### src/rtl/alu_sched_pkg.sv
// Shared constants, FSM state type and ALU control-code helper for alu_scheduler.
package alu_sched_pkg;

  localparam logic [3:0] ALU_ADD = 4'b0010;
  localparam logic [3:0] ALU_SUB = 4'b0110;
  localparam logic [3:0] ALU_AND = 4'b0000;
  localparam logic [3:0] ALU_OR  = 4'b0001;
  localparam logic [3:0] ALU_MUL = 4'b1010;

  typedef enum logic [1:0] {
    IDLE = 2'd0,
    EXEC = 2'd1,
    RESP = 2'd2
  } state_e;

  function automatic logic is_legal_ctrl(input logic [3:0] ctrl);
    return (ctrl == ALU_ADD) || (ctrl == ALU_SUB) || (ctrl == ALU_AND) ||
           (ctrl == ALU_OR)  || (ctrl == ALU_MUL);
  endfunction

endpackage

### src/rtl/alu_scheduler_rr_arbiter.sv
// Combinational round-robin arbiter: grants the first set request at or after ptr, cyclically.
module rr_arbiter #(
  parameter int unsigned NUM_REQ = 2,
  parameter int unsigned IdxW    = (NUM_REQ > 1) ? $clog2(NUM_REQ) : 1
) (
  input  logic [NUM_REQ-1:0] req,
  input  logic [IdxW-1:0]    ptr,
  input  logic               enable,
  output logic [NUM_REQ-1:0] grant,
  output logic [IdxW-1:0]    grant_idx
);

  int unsigned     idx;
  logic [IdxW-1:0] idx_sel;
  logic            found;

  always_comb begin
    grant     = '0;
    grant_idx = '0;
    found     = 1'b0;
    idx       = 0;
    idx_sel   = '0;
    for (int unsigned i = 0; i < NUM_REQ; i++) begin
      idx     = (32'(ptr) + i) % NUM_REQ;
      idx_sel = IdxW'(idx);
      if (enable && !found && req[idx_sel]) begin
        found          = 1'b1;
        grant[idx_sel] = 1'b1;
        grant_idx      = idx_sel;
      end
    end
  end

endmodule

### src/rtl/alu_scheduler.sv
// Round-robin scheduler sharing one external single-cycle ALU between NUM_REQ requesters.
// Optional illegal-code check enabled by defining ALU_SCHED_ILLEGAL_CHK_EN (adds rsp_err_o).
module alu_scheduler
  import alu_sched_pkg::*;
#(
  parameter int unsigned NUM_REQ    = 2,
  parameter int unsigned MUL_CYCLES = 2,
  parameter int unsigned ID_W       = 2
) (
  input  logic                  clk_i,
  input  logic                  rst_i,
  input  logic [NUM_REQ-1:0]    req_valid_i,
  output logic [NUM_REQ-1:0]    req_ready_o,
  input  logic [4*NUM_REQ-1:0]  req_ctrl_i,
  input  logic [32*NUM_REQ-1:0] req_data1_i,
  input  logic [32*NUM_REQ-1:0] req_data2_i,
  output logic                  rsp_valid_o,
  input  logic                  rsp_ready_i,
  output logic [ID_W-1:0]       rsp_id_o,
  output logic [31:0]           rsp_data_o,
`ifdef ALU_SCHED_ILLEGAL_CHK_EN
  output logic                  rsp_err_o,
`endif
  output logic [3:0]            alu_ctrl_o,
  output logic [31:0]           alu_data1_o,
  output logic [31:0]           alu_data2_o,
  input  logic [31:0]           alu_data_i,
  output logic                  busy_o
);

  localparam int unsigned PtrW = $clog2(NUM_REQ);
  localparam int unsigned CntW = (MUL_CYCLES > 1) ? $clog2(MUL_CYCLES) : 1;

  state_e            state_q, state_d;
  logic [PtrW-1:0]   rr_ptr_q, rr_ptr_d;
  logic [CntW-1:0]   cnt_q, cnt_d;
  logic [3:0]        op_ctrl_q, op_ctrl_d;
  logic [31:0]       op_data1_q, op_data1_d;
  logic [31:0]       op_data2_q, op_data2_d;
  logic [ID_W-1:0]   id_q, id_d;
  logic [31:0]       rsp_data_q, rsp_data_d;
`ifdef ALU_SCHED_ILLEGAL_CHK_EN
  logic              err_q, err_d;
`endif

  logic [NUM_REQ-1:0] grant;
  logic [PtrW-1:0]    grant_idx;
  logic               arb_en;
  logic               accept;
  logic [3:0]         sel_ctrl;
  logic [31:0]        sel_data1;
  logic [31:0]        sel_data2;

  // Gating with rst_i keeps req_ready_o low while reset is held.
  assign arb_en = (state_q == IDLE) && rst_i;

  rr_arbiter #(
    .NUM_REQ (NUM_REQ),
    .IdxW    (PtrW)
  ) u_rr_arbiter (
    .req       (req_valid_i),
    .ptr       (rr_ptr_q),
    .enable    (arb_en),
    .grant     (grant),
    .grant_idx (grant_idx)
  );

  assign accept    = |(req_valid_i & grant);
  assign sel_ctrl  = req_ctrl_i[{grant_idx, 2'b00} +: 4];
  assign sel_data1 = req_data1_i[{grant_idx, 5'b00000} +: 32];
  assign sel_data2 = req_data2_i[{grant_idx, 5'b00000} +: 32];

  always_comb begin
    state_d    = state_q;
    rr_ptr_d   = rr_ptr_q;
    cnt_d      = cnt_q;
    op_ctrl_d  = op_ctrl_q;
    op_data1_d = op_data1_q;
    op_data2_d = op_data2_q;
    id_d       = id_q;
    rsp_data_d = rsp_data_q;
`ifdef ALU_SCHED_ILLEGAL_CHK_EN
    err_d      = err_q;
`endif
    unique case (state_q)
      IDLE: begin
        if (accept) begin
          op_ctrl_d  = sel_ctrl;
          op_data1_d = sel_data1;
          op_data2_d = sel_data2;
          id_d       = ID_W'(grant_idx);
          rr_ptr_d   = (grant_idx == PtrW'(NUM_REQ - 1)) ? '0 : grant_idx + PtrW'(1);
          cnt_d      = (sel_ctrl == ALU_MUL) ? CntW'(MUL_CYCLES - 1) : '0;
          state_d    = EXEC;
`ifdef ALU_SCHED_ILLEGAL_CHK_EN
          err_d = !is_legal_ctrl(sel_ctrl);
          if (!is_legal_ctrl(sel_ctrl)) begin
            state_d    = RESP;
            rsp_data_d = '0;
          end
`endif
        end
      end
      EXEC: begin
        if (cnt_q == '0) begin
          state_d    = RESP;
          rsp_data_d = alu_data_i;
        end else begin
          cnt_d = cnt_q - CntW'(1);
        end
      end
      RESP: begin
        if (rsp_ready_i) state_d = IDLE;
      end
      default: state_d = IDLE;
    endcase
  end

  always_ff @(posedge clk_i or negedge rst_i) begin
    if (!rst_i) begin
      state_q    <= IDLE;
      rr_ptr_q   <= '0;
      cnt_q      <= '0;
      op_ctrl_q  <= '0;
      op_data1_q <= '0;
      op_data2_q <= '0;
      id_q       <= '0;
      rsp_data_q <= '0;
`ifdef ALU_SCHED_ILLEGAL_CHK_EN
      err_q      <= 1'b0;
`endif
    end else begin
      state_q    <= state_d;
      rr_ptr_q   <= rr_ptr_d;
      cnt_q      <= cnt_d;
      op_ctrl_q  <= op_ctrl_d;
      op_data1_q <= op_data1_d;
      op_data2_q <= op_data2_d;
      id_q       <= id_d;
      rsp_data_q <= rsp_data_d;
`ifdef ALU_SCHED_ILLEGAL_CHK_EN
      err_q      <= err_d;
`endif
    end
  end

  assign req_ready_o = grant;
  assign rsp_valid_o = (state_q == RESP);
  assign busy_o      = (state_q != IDLE);
  assign rsp_id_o    = id_q;
  assign rsp_data_o  = rsp_data_q;
  assign alu_ctrl_o  = op_ctrl_q;
  assign alu_data1_o = op_data1_q;
  assign alu_data2_o = op_data2_q;
`ifdef ALU_SCHED_ILLEGAL_CHK_EN
  assign rsp_err_o   = err_q && (state_q == RESP);
`endif

endmodule

### config.mk
export PLATFORM = sky130hd
export DESIGN_NAME = alu_scheduler
export DESIGN_NICKNAME = d
export VERILOG_FILES = /design/src/rtl/alu_sched_pkg.sv /design/src/rtl/alu_scheduler_rr_arbiter.sv /design/src/rtl/alu_scheduler.sv
export SDC_FILE = /design/constraint.sdc
export NUM_CORES = 1
export LEC_CHECK = 0
export CAP_MARGIN = 15
export CORE_MARGIN = 2
export CORE_UTILIZATION = 30
export CTS_CLUSTER_SIZE = 30
export DETAILED_ROUTE_END_ITERATION = 10
export GPL_ROUTABILITY_DRIVEN = 1
export PLACE_DENSITY = 0.71
export SYNTH_ARGS = -nofsm -noshare
export SYNTH_HDL_FRONTEND = slang
export SYNTH_SLANG_ARGS = --single-unit
### constraint.sdc
create_clock -name clk_i -period 1.8 [get_ports clk_i]
set_input_delay 0.36 -clock clk_i [delete_from_list [all_inputs] [get_ports clk_i]]
set_output_delay 0.36 -clock clk_i [all_outputs]
set_load 0.05 [all_outputs]
==> key figures, run 1 <==
Status
  • Outcome: finished clean

Synthesis
  • Netlist Area Pre-Place: 0.004232 mm²
  • Yosys Warn Count: 0
  • Number of instances in the synthesized netlist: 328
  • Seq/Total Area, Yosys: 0.6209
  • Synthesized netlist net count: 501
  • Avg Synthesized Cell Area: around 13 µm²
  • Post-synthesis sequential element count: 105
  • Distinct cell type count after synthesis: 29

Placement
  • Count of buffers inserted at the top-level ports: about 280
  • Cells after DPL: 772
  • Routability congestion estimate from global placement: 0.8137
  • Half-perimeter wire length of the detailed placement result: 9858 µm
  • Worst slack at placement: -0.2144 ns

Pwr
  • Internal Dissipation: 7.653 mW
  • Comb pwr share: 0.602
  • Tot Pwr: 14.97 mW
  • Maximum ir drop on the vdd rail: ~0.0012 V
  • Switching power of the nets: 7.321 mW
  • Static leakage power: 3.544 nW
  • Pwr per Cell Area: 2012 mW/mm²
  • Sequential fraction of design power: 0.281
  • Fraction of power spent switching nets: 0.4889
  • Clock Power Share: 0.116

Setup path
  • Data required time of the critical path: ~1.4 ns
  • Worst R2R Setup Slack: 0.07 ns
  • Crit end category: primary output
  • Maximum fanout along the worst path: 3
  • Launch point of the worst path: state_q[0]$_DFFE_PN0P_
  • Endpoint arrival time on the critical path: 1.43 ns
  • Worst r2r src: state_q[0]$_DFFE_PN0P_
  • Reg-to-reg critical path endpoint: alu_data1_o[2]$_DFFE_PN0P_
  • Element type at the critical path start: register
  • Worst Reg-to-Reg Cells: 6
  • Worst Path Class, Setup: register to primary output

Timing
  • Max Clk Rate: 0.5594 GHz
  • Count of pins over their slew limit: 0
  • Final worst hold slack: 0.09570 ns
  • Summed negative setup slack over all endpoints: 0 ns
  • Unrepaired setup endpoints after global routing: true
  • Worst Setup Slack, final: 0.01222 ns
  • Max-slew headroom: 0.6346
  • Min cycle time layout: 1.788 ns
  • Hold Fails Final Rpt: 0
  • Clock Skews: 0.006821 ns
  • Post-route clock period utilization: 0.9932
  • Worst Tran Pin Value: 0.5480 ns
  • Final setup viols: 0

Clock tree
  • Max Buffers Root-to-Sink: 2
  • Maximum level of the CTS H-tree: 3
  • Clock buffers created by TritonCTS: 9
  • Clock tree from TritonCTS: yes
  • CTS root buffer: sky130_fd_sc_hd__clkbuf_16
  • Clk pin slew, worst setup/hold paths: around 0.070 ns
  • Source-to-sink clock delay at the later pin of the worst-skew pair: 0.34 ns
  • Quantity of hold-fixing buffers added after cts: 0
  • Clk sink count: 105

Global route
  • Total global routing overflow: 0
  • Number of antenna violations at the first check in global routing: 0
  • Vias in the first global route: just over 4000
  • Combined global-route utilization of all metal layers: 0.1705
  • Wire length of the first global-routing pass: 20090 µm
  • Pin count of the biggest net entering global routing: between 100 and 150

Layout
  • Most frequent standard cell in the layout excluding fill and tap cells: sky130_fd_sc_hd__clkdlybuf4s50_1
  • Synth-to-Final Area Change: 75.84%
  • Number of nets in the layout: 783
  • Antenna cells: 0
  • Non-filler instance count after layout: 793
  • Layout cells sized above 1: 0.2887
  • Commonest cells after routing, fill and taps aside: sky130_fd_sc_hd__clkdlybuf4s50_1 (170), sky130_fd_sc_hd__buf_4 (112), sky130_fd_sc_hd__dfrtp_1 (105), sky130_fd_sc_hd__inv_1 (69), sky130_fd_sc_hd__a222oi_1 (65)

Routing
  • Routed wirelength normalized by instance count: ~17 µm
  • Vias per cell: 4.991
  • Final ANT Viol Nets: 0
  • DR iter-0 viols: 358
  • Routed Wire Length: ~14000 µm
  • DR DRC count: 0
  • Total via count after detailed routing: around 4000
  • TritonRoute pass-1 iters: 7

Die
  • Initial core utilization: 0.3060
  • Core Region: 0.01383 mm²
  • Die Ht: between 100 and 150 µm
  • Die X: ~120 µm
  • Floorplan row count: 43
  • Die ar.: 0.01507 mm²
  • Ports placed on the boundary: 279

Worst hold path
  • Worst min-delay path class: primary input to async pin

Job
  • Number of violations of the max-capacitance limit: 0
## power by group through the flow
stage	sequential, mW	clock, mW	combinational [mW]
after floorplan	8.00	0	2.05
after global placement	4.17	0	8.80
after detailed placement	4.23	0	8.92
after CTS	4.22	1.81	8.97
after global routing	4.35	1.91	9.49
final	4.21	1.74	9.02
## synthesized netlist by cell type, drive strengths merged
cell type  count  area, µm²
dfrtp        105       2628
inv           70      262.8
a222oi        65      650.6
mux2          32      360.4
buf           22      132.6
nor2           6      22.52
clkbuf         4      15.01
a21oi          3      15.01
nand2          2      7.510
nand2b         2      12.51
o21ai          2      13.76
o22ai          2      12.51
a21boi         1      7.510
a21o           1      7.510
and3           1      6.260
conb           1      3.750
mux2i          1      10.01
nand3          1      5.000
nand3b         1      7.510
nor2b          1      6.260
nor3b          1      12.51
o2111a         1      11.26
o21a           1      7.510
o31ai          1      7.510
or2            1      6.260
## per-stage QoR
stage / cell area [µm²] / util
floorplan: 4232 / -
finish: 7441 / 0.5381
global placement: 7063 / 0.5108
global route: 7441 / 0.5381
detailed placement: 7063 / 0.5108
CTS: 7356 / 0.5320
## cells by family (layout without fill, tap and decap cells)
family,after synthesis,in the layout,share of synthesized area
AOI/OAI and AO/OA,77,77,0.1733
other,1,1,0.0008862
buffers and inverters,96,381,0.09698
DFF,105,105,0.6209
and+or+nand+nor,16,16,0.02040
muxes,33,33,0.08752
## worst max-delay path: stages, from the launching register on
cell and delay, ns:
sky130_fd_sc_hd__dfrtp_1 0.43, sky130_fd_sc_hd__nor3b_4 0.27, sky130_fd_sc_hd__and3_4 0.25, sky130_fd_sc_hd__buf_12 0.14
## worst max path at each step
stage	to	slack, ns	cells after the start
4_1_cts	req_ready_o[1]	0.001	3
5_1_grt	req_ready_o[0]	-0.05	4
3_5_place_dp	alu_data1_o[15]$_DFFE_PN0P_	-0.21	6
3_3_place_gp	alu_data2_o[28]$_DFFE_PN0P_	-0.16	6
2_1_floorplan	req_ready_o[1]	0.14	4
6_report	req_ready_o[1]	0.01	3
## cell type report
cell class	count	area, µm²
clock buffer	11	232.7
clock inverter	3	20.02
fill	1200	6386
inverter	70	265.3
multi-input combinational	127	1220
sequential	105	2628
tap	180	225.2
timing repair buffer	297	2850
## what timing repair did
action	in CTS	in global routing
buffers inserted	3	2
pin swaps	2	3
cloned	0	3
gates resized for setup	4	1
setup endpoints to repair	2	25
## routing by layer
layer | up-vias | global-route usage | wire (µm)
li1 | 1788 | - | -
met2 | 223 | 0.2980 | 6880
met1 | 1915 | 0.1883 | 5087
met4 | 0 | 0.07830 | 450
met5 | - | 0 | 0
met3 | 32 | 0.05344 | 1386
## sequential cells by signal, indices dropped and copies added (netlist names)
name         count
state_q          2
rr_ptr_q         1
alu_data2_o     32
rsp_id_o         1
alu_data1_o     32
cnt_q            1
rsp_data_o      32
alu_ctrl_o       4
Note: power is estimated with default switching activity, not from simulation.
==> run 2, diff against run 1 <==
Settings changed: CORE_UTILIZATION 30 to 37, PLACE_DENSITY 0.71 to 0.82, SYNTH_HIERARCHICAL set to 1.
==> run 2 against run 1 <==
Effect of this change:
- the flow now finishes with violations (setup timing)
- highest routed layer unchanged
- synthesized cell count grew 22%
- sequential power increased by 3%
- largest cell class unchanged
- register-to-register slack worse by 0.24 ns
==> key figures, run 2 <==
Layout
  • Fillers: 823 (-31%)
  • Design Area, Final: 0.008612 mm² (+16%)
  • Antenna cells: 0 (unchanged)
  • Synth-to-Final Area Change: 87.96%
  • Commonest cells after routing, fill and taps aside: sky130_fd_sc_hd__clkdlybuf4s50_1 (171), sky130_fd_sc_hd__buf_4 (112), sky130_fd_sc_hd__dfrtp_1 (105), sky130_fd_sc_hd__mux2i_1 (67), sky130_fd_sc_hd__o21ai_2 (36)
  • Number of nets in the layout: 871 (+11%)
  • Layout cells sized above 1: 0.4310 (+0.1423)
  • Most frequent standard cell in the layout excluding fill and tap cells: sky130_fd_sc_hd__clkdlybuf4s50_1

Setup path
  • Launch point of the worst path: state_q[0]$_DFFE_PN0P_
  • Endpoint arrival time on the critical path: 1.62 ns (+0.19 ns)
  • Data required time of the critical path: 1.44 ns (about the same)
  • Worst Path Class, Setup: register to primary output
  • Critical path, cell by cell: or2_4 > nor2_4 > nand2_4 > a21oi_4 > buf_6 > buf_12
  • Termination of the worst setup path: req_ready_o[1]
  • Crit end category: primary output
  • CP bufs+invs: 2 (+1)
  • Reg-to-reg critical path endpoint: alu_data1_o[28]$_DFFE_PN0P_
  • Worst Reg-to-Reg Cells: 9 (+3)
  • Worst r2r src: state_q[0]$_DFFE_PN0P_
  • Logic depth of the worst path, buffers included: 6 (+3)
  • Element type at the critical path start: register
  • Maximum fanout along the worst path: 2 (-1)
  • Family with the most delay on the worst path: simple AND/OR/NAND/NOR gates
  • Worst R2R Setup Slack: -0.17 ns (-0.24 ns)
  • Highest cell delay on the worst timing path: 0.38 ns (-0.05 ns)
  • Worst-path cell with the longest stage delay: sky130_fd_sc_hd__dfrtp_1

Clock tree
  • Clk pin slew, worst setup/hold paths: 0.07 ns (about the same)
  • Clock buffers created by TritonCTS: 9 (unchanged)
  • CTS root buffer: sky130_fd_sc_hd__clkbuf_16
  • Clock tree from TritonCTS: yes
  • Max Buffers Root-to-Sink: 2 (unchanged)
  • Clk sink count: 105 (unchanged)
  • Maximum level of the CTS H-tree: 3 (unchanged)
  • Source-to-sink clock delay at the later pin of the worst-skew pair: 0.34 ns (about the same)
  • Quantity of hold-fixing buffers added after cts: 0 (unchanged)

Timing
  • Final worst hold slack: 0.1795 ns (+0.08378 ns)
  • Hold Fails Final Rpt: 0 (unchanged)
  • Final setup viols: 73 (+73)
  • Max-slew headroom: 0.4923 (-0.1424)
  • Count of pins over their slew limit: 0 (unchanged)
  • Post-route clock period utilization: 1.101 (+0.1082)
  • Min cycle time layout: 1.983 ns (+0.1948 ns)
  • Unrepaired setup endpoints after global routing: true
  • Clock Skews: 0.008493 ns (+0.001672 ns)
  • Worst Setup Slack, final: -0.1826 ns (-0.1948 ns)
  • Max Clk Rate: 0.5044 GHz (-9.8%)
  • Worst Tran Pin Value: 0.7616 ns (+0.2136 ns)
  • Summed negative setup slack over all endpoints: -9.022 ns (-9.022 ns)

Die
  • Die X: 115.3 µm (-6.1%)
  • Die Ht: 115.3 µm (-6.1%)
  • Initial core utilization: 0.3799 (+0.07384)
  • Core Region: 0.01206 mm² (-13%)
  • Ports placed on the boundary: 279 (unchanged)
  • Floorplan row count: 40 (-7.0%)
  • Die ar.: 0.01329 mm² (-12%)

Synthesis
  • Top post-synthesis cells by area: sky130_fd_sc_hd__dfrtp_1 (57%), sky130_fd_sc_hd__mux2i_1 (15%), sky130_fd_sc_hd__mux2_2 (7.9%)
  • Distinct cell type count after synthesis: 25 (-14%)
  • Area share of the leading cell type in the synthesized netlist: 0.5735 (-0.04748)
  • Leading area contributor after synthesis: sky130_fd_sc_hd__dfrtp_1
  • Synthesized netlist net count: 572 (+14%)
  • Post-synthesis sequential element count: 105 (unchanged)
  • Yosys Warn Count: 6 (+6)
  • Seq/Total Area, Yosys: 0.5735 (-0.04748)
  • Fraction of registers with async set/reset: 1.000 (unchanged)
  • Avg Synthesized Cell Area: 11.48 µm² (-11%)
  • Most frequent cells after synthesis: sky130_fd_sc_hd__dfrtp_1 (105), sky130_fd_sc_hd__nand2_1 (75), sky130_fd_sc_hd__mux2i_1 (67)
  • Netlist Area Pre-Place: 0.004582 mm² (+8.3%)
  • Number of instances in the synthesized netlist: 399 (+22%)
  • Post-synth EDFFs: 0 (unchanged)
  • Leading register cell type out of synthesis: sky130_fd_sc_hd__dfrtp_1
  • Most frequent cell after synthesis: sky130_fd_sc_hd__dfrtp_1

Status
  • Violations in the final reports: setup timing
  • Outcome: finished, violations left

Placement
  • Half-perimeter wire length of the detailed placement result: 10440 µm (+5.9%)
  • Area post-placement: 0.007477 mm² (+5.9%)
  • Routability congestion estimate from global placement: 0.7647 (-6.0%)
  • Count of buffers inserted at the top-level ports: 277 (unchanged)

Job
  • Number of violations of the max-capacitance limit: 0 (unchanged)

Routing
  • Total via count after detailed routing: 4268 (+7.8%)
  • Routed Wire Length: 15300 µm (+11%)
  • DR iter-0 viols: 153 (-57%)
  • TritonRoute pass-1 iters: 4 (-3)
  • Vias per cell: 4.900 (-1.8%)
  • DR DRC count: 0 (unchanged)
  • Final ANT Viol Nets: 0 (unchanged)
  • Routed wirelength normalized by instance count: 17.56 µm (+0.89%)

Global route
  • Total global routing overflow: 0 (unchanged)
  • Vias in the first global route: 4251 (+4.2%)
  • Wire length of the first global-routing pass: 20560 µm (+2.3%)
  • Combined global-route utilization of all metal layers: 0.1992 (+0.02869)
  • Pin count of the biggest net entering global routing: 63 (-41%)
  • Number of antenna violations at the first check in global routing: 0 (unchanged)

Worst hold path
  • Worst min-delay path class: primary input to async pin

Pwr
  • Pwr per Cell Area: 1859 mW/mm² (-7.6%)
  • Maximum ir drop on the vdd rail: 0.0008821 V (-25%)
  • Static leakage power: 3.769 nW (+6.4%)
[run 2: cell types whose count changed in the layout (fill, tap and decap cells not counted), sizes merged, moves of 4 or more]
cell    previous run  this run
a222oi            65         0
buf              123       133
clkbuf            14        18
inv               70         7
mux2i              1        67
nand2              2        75
o21ai              2        70
[run 2: logic make-up (layout without fill, tap and decap cells)]
family	count (synthesis)	in the layout	synth area share
AOI/OAI and AO/OA	76	76	0.08520
DFF	105	105	0.5735
and+or+nand+nor	87	89	0.07919
buffers and inverters	31	333	0.03632
other	1	1	0.0008184
muxes	99	99	0.2250
[run 2: worst reg2reg max path, stage by stage, from the launching register on]
cell and delay, ns:
sky130_fd_sc_hd__dfrtp_1 0.38, sky130_fd_sc_hd__or2_4 0.26, sky130_fd_sc_hd__nor2_4 0.17, sky130_fd_sc_hd__nand2_2 0.09, sky130_fd_sc_hd__a21oi_4 0.14, sky130_fd_sc_hd__a22oi_2 0.13, sky130_fd_sc_hd__or2_4 0.37, sky130_fd_sc_hd__clkbuf_16 0.20
sky130_fd_sc_hd__nand2_2 0.08, sky130_fd_sc_hd__o21ai_2 0.05
[run 2: repair_timing]
item / in CTS / in global routing
pin swaps: 0 / 52
gates cloned: 3 / 15
setup endpoints to repair: 74 / 74
gates resized for setup: 15 / 191
buffers inserted: 0 / 1
[run 2: layer usage]
metal / track usage / vias up / part of all wire
met5: 0 / - / 0
met3: 0.05535 / 24 / 0.071
li1: - / 1987 / -
met4: 0.06988 / 0 / 0.020
met1: 0.2126 / 2069 / 0.36
met2: 0.3749 / 188 / 0.54
[run 2: report_power, final]
part / total, mW / internal, mW / leakage, nW / switching (mW)
sequential: 4.33 / 3.47 / 1.29 / 0.860
clock: 1.84 / 0.954 / 0.141 / 0.887
combinational: 9.83 / 3.64 / 2.34 / 6.19
total: 16.0 / 8.07 / 3.77 / 7.94
[run 2: final cells by class]
type                       count  area, µm²  share of cell area
timing repair buffer         313       3159              0.3668
sequential                   105       2628              0.3051
multi-input combinational    265       2321              0.2695
clock buffer                   9      225.2             0.02615
tap                          168      210.2             0.02441
clock inverter                 7      53.80            0.006247
inverter                       4      15.01            0.001743
[run 2: metrics by stage]
step	total power, mW	util	setup slack (ns)	cells
finish	16.01	0.7140	-0.1826	871
global route	16.72	0.7140	-0.2508	871
CTS	14.79	0.6522	-0.1805	856
detailed placement	12.75	0.6199	-0.2229	837
global placement	12.55	0.6199	-0.1788	837
floorplan	9.678	-	-0.4423	399
[run 2: worst min-delay path by stage]
stage	startpoint	endpoint	slack (ns)	cells after the start
floorplan	rst_i	alu_ctrl_o[0]$_DFFE_PN0P_	0.06	0
global placement	rsp_id_o[0]$_DFFE_PN0P_	rsp_id_o[0]$_DFFE_PN0P_	0.46	2
detailed placement	alu_data1_o[3]$_DFFE_PN0P_	alu_data1_o[3]$_DFFE_PN0P_	0.47	2
CTS	rst_i	rsp_data_o[26]$_DFFE_PN0P_	0.21	2
global route	rst_i	rsp_data_o[29]$_DFFE_PN0P_	0.25	2
finish	rst_i	rsp_data_o[29]$_DFFE_PN0P_	0.18	2
